## config.mk

```make
export PLATFORM = sky130hd
export DESIGN_NAME = param_data_mem
export DESIGN_NICKNAME = d
export VERILOG_FILES = /design/src/rtl/data_mem_pkg.sv /design/src/rtl/clear_sequencer.sv /design/src/rtl/param_data_mem.sv
export SDC_FILE = /design/constraint.sdc
export NUM_CORES = 2
export LEC_CHECK = 0
export ABC_AREA = 1
export BUFFER_PORTS_ARGS = -buffer_cell sky130_fd_sc_hd__buf_4
export CAP_MARGIN = 20
export CORE_MARGIN = 2
export CORE_UTILIZATION = 25
export DETAILED_ROUTE_END_ITERATION = 6
export HOLD_SLACK_MARGIN = 0.02
export PLACE_DENSITY = 0.48
export SETUP_SLACK_MARGIN = 0.3
export SKIP_LAST_GASP = 1
export SYNTH_ARGS = -nofsm -noshare
export SYNTH_HDL_FRONTEND = slang
export SYNTH_HIERARCHICAL = 1
export SYNTH_SLANG_ARGS = --single-unit
```

## constraint.sdc

```tcl
create_clock -name Clk -period 12.5 [get_ports Clk]
set_input_delay 1.875 -clock Clk [delete_from_list [all_inputs] [get_ports Clk]]
set_output_delay 1.875 -clock Clk [all_outputs]
set_load 0.02 [all_outputs]
```

## src/rtl/data_mem_pkg.sv

```systemverilog
// Shared state encoding and default parameter values for the clearable data memory.
package data_mem_pkg;

    localparam int unsigned DEFAULT_DW   = 8;
    localparam int unsigned DEFAULT_AW   = 8;
    localparam int unsigned DEFAULT_FILL = 0;

    typedef enum logic [0:0] {
        SWEEP = 1'b0,
        READY = 1'b1
    } state_e;

endpackage

```

## src/rtl/clear_sequencer.sv

```systemverilog
// Clear-sweep controller: walks every address once, then idles until the next clear request.
module clear_sequencer
    import data_mem_pkg::*;
#(
    parameter int unsigned AW = DEFAULT_AW
) (
    input  logic          clk,
    input  logic          rst_n,
    input  logic          clear,
    output logic          busy,
    output logic [AW-1:0] sweep_addr,
    output logic          done
);

    localparam int unsigned DEPTH = 2 ** AW;
    // One spare bit keeps the terminal compare independent of counter wrap.
    localparam logic [AW:0] LAST  = (AW + 1)'(DEPTH - 1);

    state_e      state_q, state_d;
    logic [AW:0] cnt_q, cnt_d;
    logic        done_q, done_d;

    always_ff @(posedge clk or negedge rst_n) begin
        if (!rst_n) begin
            state_q <= SWEEP;
            cnt_q   <= '0;
            done_q  <= 1'b0;
        end else begin
            state_q <= state_d;
            cnt_q   <= cnt_d;
            done_q  <= done_d;
        end
    end

    always_comb begin
        state_d = state_q;
        cnt_d   = cnt_q;
        done_d  = 1'b0;
        case (state_q)
            SWEEP: begin
                if (cnt_q == LAST) begin
                    state_d = READY;
                    cnt_d   = '0;
                    done_d  = 1'b1;
                end else begin
                    cnt_d = cnt_q + (AW + 1)'(1);
                end
            end
            READY: begin
                if (clear) begin
                    state_d = SWEEP;
                    cnt_d   = '0;
                end
            end
            default: begin
                state_d = SWEEP;
                cnt_d   = '0;
            end
        endcase
    end

    assign busy       = (state_q == SWEEP);
    assign sweep_addr = cnt_q[AW-1:0];
    assign done       = done_q;

endmodule

```

## src/rtl/param_data_mem.sv

```systemverilog
// Dual-read, single-write data memory with a self-timed clear sweep after reset or on request.
module param_data_mem
    import data_mem_pkg::*;
#(
    parameter int unsigned     DW   = DEFAULT_DW,
    parameter int unsigned     AW   = DEFAULT_AW,
    parameter logic [DW-1:0]   FILL = DW'(DEFAULT_FILL)
) (
    input  logic          Clk,
    input  logic          Reset_n,
    input  logic          MemWriteEn,
    input  logic [AW-1:0] WrAddress,
    input  logic [DW-1:0] DataIn,
    input  logic [AW-1:0] RdAddrA,
    input  logic [AW-1:0] RdAddrB,
    input  logic          Clear,
    output logic [DW-1:0] DataOutA,
    output logic [DW-1:0] DataOutB,
    output logic          Busy,
    output logic          ClearDone,
    output logic          WrDropped
);

    localparam int unsigned DEPTH = 2 ** AW;

    logic [DW-1:0] mem_q [DEPTH];
    logic          busy;
    logic [AW-1:0] sweep_addr;
    logic          wr_drop_q, wr_drop_d;
    logic          wr_en_c;
    logic [AW-1:0] wr_addr_c;
    logic [DW-1:0] wr_data_c;

    clear_sequencer #(
        .AW (AW)
    ) u_clear_sequencer (
        .clk        (Clk),
        .rst_n      (Reset_n),
        .clear      (Clear),
        .busy       (busy),
        .sweep_addr (sweep_addr),
        .done       (ClearDone)
    );

    // Sweep owns the write port; a user write is only taken in READY without a clear.
    always_comb begin
        wr_en_c   = 1'b0;
        wr_addr_c = WrAddress;
        wr_data_c = DataIn;
        wr_drop_d = 1'b0;
        if (busy) begin
            wr_en_c   = 1'b1;
            wr_addr_c = sweep_addr;
            wr_data_c = FILL;
            wr_drop_d = MemWriteEn;
        end else if (Clear) begin
            wr_drop_d = MemWriteEn;
        end else begin
            wr_en_c = MemWriteEn;
        end
    end

    always_ff @(posedge Clk) begin
        if (wr_en_c) begin
            mem_q[wr_addr_c] <= wr_data_c;
        end
    end

    always_ff @(posedge Clk or negedge Reset_n) begin
        if (!Reset_n) begin
            wr_drop_q <= 1'b0;
        end else begin
            wr_drop_q <= wr_drop_d;
        end
    end

    assign DataOutA  = busy ? FILL : mem_q[RdAddrA];
    assign DataOutB  = busy ? FILL : mem_q[RdAddrB];
    assign Busy      = busy;
    assign WrDropped = wr_drop_q;

endmodule

```

==> impl_metrics.yaml <==
critical_path:
  critPathLaunchType: "input pin"
  arrival_ns: 6.36
  crit_chain: "buf_8 > buf_4 > buf_4 > buf_4 > nand3_1 > nand3_1 > nand3_1 > nand3_1 > nand3_1 > nand2_1 > nor2_1 > nor2_1 > buf_4"
  worst_path_max_delay_cell: "buf_4"
  worstPathRequired_ns: 10.62
  crit_path_start: "RdAddrA[2]"
  path_delay_family: "buffers and inverters"
  worstSetupPathType: "input pin to output pin"
  path_max_fanout: 45
  crit_buf_inv: 5
  rr_startpoint: "u_clear_sequencer/state_q"
  crit_path_end_kind: "output pin"
  path_common_cell: "nand3_1"
  max_stage_delay_ns: 0.79
pwr:
  p_leak_nw: 41.9
  p_clk_frac: 0.393
  pwr-share-seq: 0.465
  switching_share: 0.293
  power_density_nw_per_um2: 144
  combPwrFrac: 0.142
  p_switching_mw: 4.89
  power_mw: 16.7
  p_int_mw: 11.8
  ir_worst_vdd_v: 0.000135
clock_network:
  clk_pin_slew_worst_paths_ns: 0.06
  post_cts_buffers: 0
  cts_tree: "built"
  clk-insertion-delay-late_ns: 0.95
  cts.sinks: 2060
  ctsHtreeMaxLevel: 4
  cts-resized-gates: 0
  postCtsHoldBufs: 0
  ctsRootBufferMaster: "clkbuf_16"
  clock_path_buffers: 4
  cts_made_buffers: 229
placement:
  place_hpwl_um: 241000
  pre_cts_slack_ns: 4.49
  dp.cells: 16500
  place.gp.congestion: 0.854
  numPortBuffers: 54
  dpl_cell_area_um2: 109000
sta:
  whs_ns: 0.519
  fin_crit_ns: 8.24
  drv_slew: 0
  fin_crit_sh: 0.659
  tns_ns: 0
  max_freq_mhz: 121
  rsz0062_at_grt: "no"
  layout_setup_ws_ns: 4.26
  finalSetupViolCount: 0
  relSlewSlack: 0.186
  worstMarginPinSlew_ns: 1.22
  skew_ns: 0.0737
  hold_violations: 0
cells_and_area:
  drive_gt1_frac: 0.0537
  utilization: 0.280
  fin_nets: 11300
  final_cells: 16900
  stdcell_area_um2: 116000
  syn_to_final_growth_pct: 11.6
  fill_cells: 43400
detailed_routing:
  wl_um: 429000
  via_count: 88300
  ant_nets: 0
  routedWlPerCell_um: 25.4
  first_iter_violations: 11100
  remaining_drc_errors: 0
  drt_first_pass_iters: 7
  viasPerCell: 5.22
grt:
  grt_antenna_before_repair: 19
  grt.busiest_layer: "met2"
  grtUsageTotal: 0.195
  grt_pass1_vias: 82600
  grt_util_met1: 0.265
  grt-ovfl-total: 0
  grt_first_pass_wirelength_um: 609000
  grt_max_degree: 180
  grt_util_met3: 0.0341
  grt_use_met2: 0.303
synthesis:
  synth_nets: 11700
  synth-seq-cells: 2060
  yosysWarnings: 6
  yosysSeqAreaShare: 0.594
  avgSynthCellArea_um2: 8.88
  syn_area_um2: 104000
  syn-instance-count: 11700
  synthDistinctLibCells: 32
floorplan:
  core_area_um2: 414000
  die_y_um: 649
  initial_core_util: 0.251
  io_pins: 55
  dieArea_um2: 421000
  fp.dieW_um: 649
  rows: 236
outcome:
  run_status: "complete, no violations"
min_path:
  hp-start: "u_clear_sequencer/state_q"
  hp-class: "register to register"
flow_run:
  drv_cap: 0
-- layout make-up --
type	count	area (um^2)	area share
flip-flops and latches	2060	61800	0.533
multi-input cells	8636	37800	0.325
well taps	5474	6850	0.0590
clock buffers	308	6140	0.0529
repair buffers	249	2370	0.0204
clock inverters	101	757	0.00653
inverters	66	314	0.00271
diodes	12	30.0	0.000259
-- per-layer routing --
| layer | vias to the layer above | share of wire |
|---|---|---|
| met1 | 43200 | 0.42 |
| met5 | - | 0.00026 |
| li1 | 39600 | - |
| met2 | 4606 | 0.45 |
| met4 | 16 | 0.047 |
| met3 | 820 | 0.090 |
-- power by group through the flow --
stage | sequential, mW | clock, mW | combinational (mW)
CTS | 7.75 | 6.63 | 2.30
global route | 7.77 | 6.87 | 2.47
detailed placement | 7.90 | 0 | 2.30
floorplan | 7.89 | 0 | 1.27
global placement | 7.90 | 0 | 2.30
finish | 7.75 | 6.56 | 2.36
-- sequential cells by signal, indices dropped and copies added, names as in the netlist --
register                   flops
u_clear_sequencer/state_q      1
WrDropped                      1
u_clear_sequencer/done         1
mem_q                       2048
u_clear_sequencer/cnt_q        9
-- worst reg2reg max path: cells and delay by family (launching register included) --
| family | cells | cell delay (ns) |
|---|---|---|
| AOI/OAI and AO/OA | 1 | 0.19 |
| buffers and inverters | 3 | 1.27 |
| DFF | 1 | 0.42 |
| and+or+nand+nor | 4 | 2.51 |
-- final timing paths --
kind                                               to  slack (ns)  cells after the start
max in group asynchronous  u_clear_sequencer/cnt_q[8]       11.50                      1
min in group asynchronous  u_clear_sequencer/cnt_q[3]        0.82                      1
setup / recovery                          DataOutA[0]        4.26                     13
setup reg to reg                        mem_q[139][7]        7.71                      8
hold / removal                 u_clear_sequencer/done        0.52                      1
hold reg to reg                u_clear_sequencer/done        0.52                      1
-- cells in the final DEF (no fill, tap or decap), types with 3 or more instances in the layout --
master and instances:
a211oi_1 3, a21oi_1 35, buf_12 32, buf_4 196, buf_6 15, buf_8 6, bufinv_16 10, clkbuf_1 71
clkbuf_16 232, clkbuf_8 5, clkinv_1 49, clkinv_2 36, clkinvlp_4 6, dfrtp_1 12, diode_2 12, edfxtp_1 2048
inv_1 49, inv_2 6, inv_8 6, nand2_1 4119, nand2_2 29, nand3_1 3856, nor2_1 450, nor2_4 14
o21ai_0 74, o21ai_2 4, o22ai_1 32, or2_1 3, or2_2 5
-- cells by family after synthesis --
kind of cell,count (synthesis),share of synthesized area
simple gates,8482,0.354
flops,2060,0.594
buf+inv,1010,0.0437
compound gates,150,0.00788
xor+xnor,3,0.000253
fa+ha+maj,1,0.000120
-- cells in the mapped netlist (all sizes together) --
| cell type | number | area, um^2 |
|---|---|---|
| o22ai | 32 | 200 |
| o21ai | 78 | 405 |
| ha | 1 | 12.5 |
| nor3 | 2 | 21.3 |
| xnor2 | 1 | 8.76 |
| nand2 | 4148 | 15600 |
| nand3 | 3858 | 19300 |
| or2 | 8 | 50.1 |
| nor2 | 466 | 1800 |
| o21a | 1 | 7.51 |
| dfrtp | 12 | 300 |
| clkinv | 2 | 8.75 |
| a21oi | 36 | 184 |
| inv | 64 | 240 |
| a211oi | 3 | 22.5 |
| clkbuf | 292 | 1100 |
| xor2 | 2 | 17.5 |
| buf | 652 | 3200 |
| edfxtp | 2048 | 61500 |
Note: power is estimated with default switching activity, not from simulation.
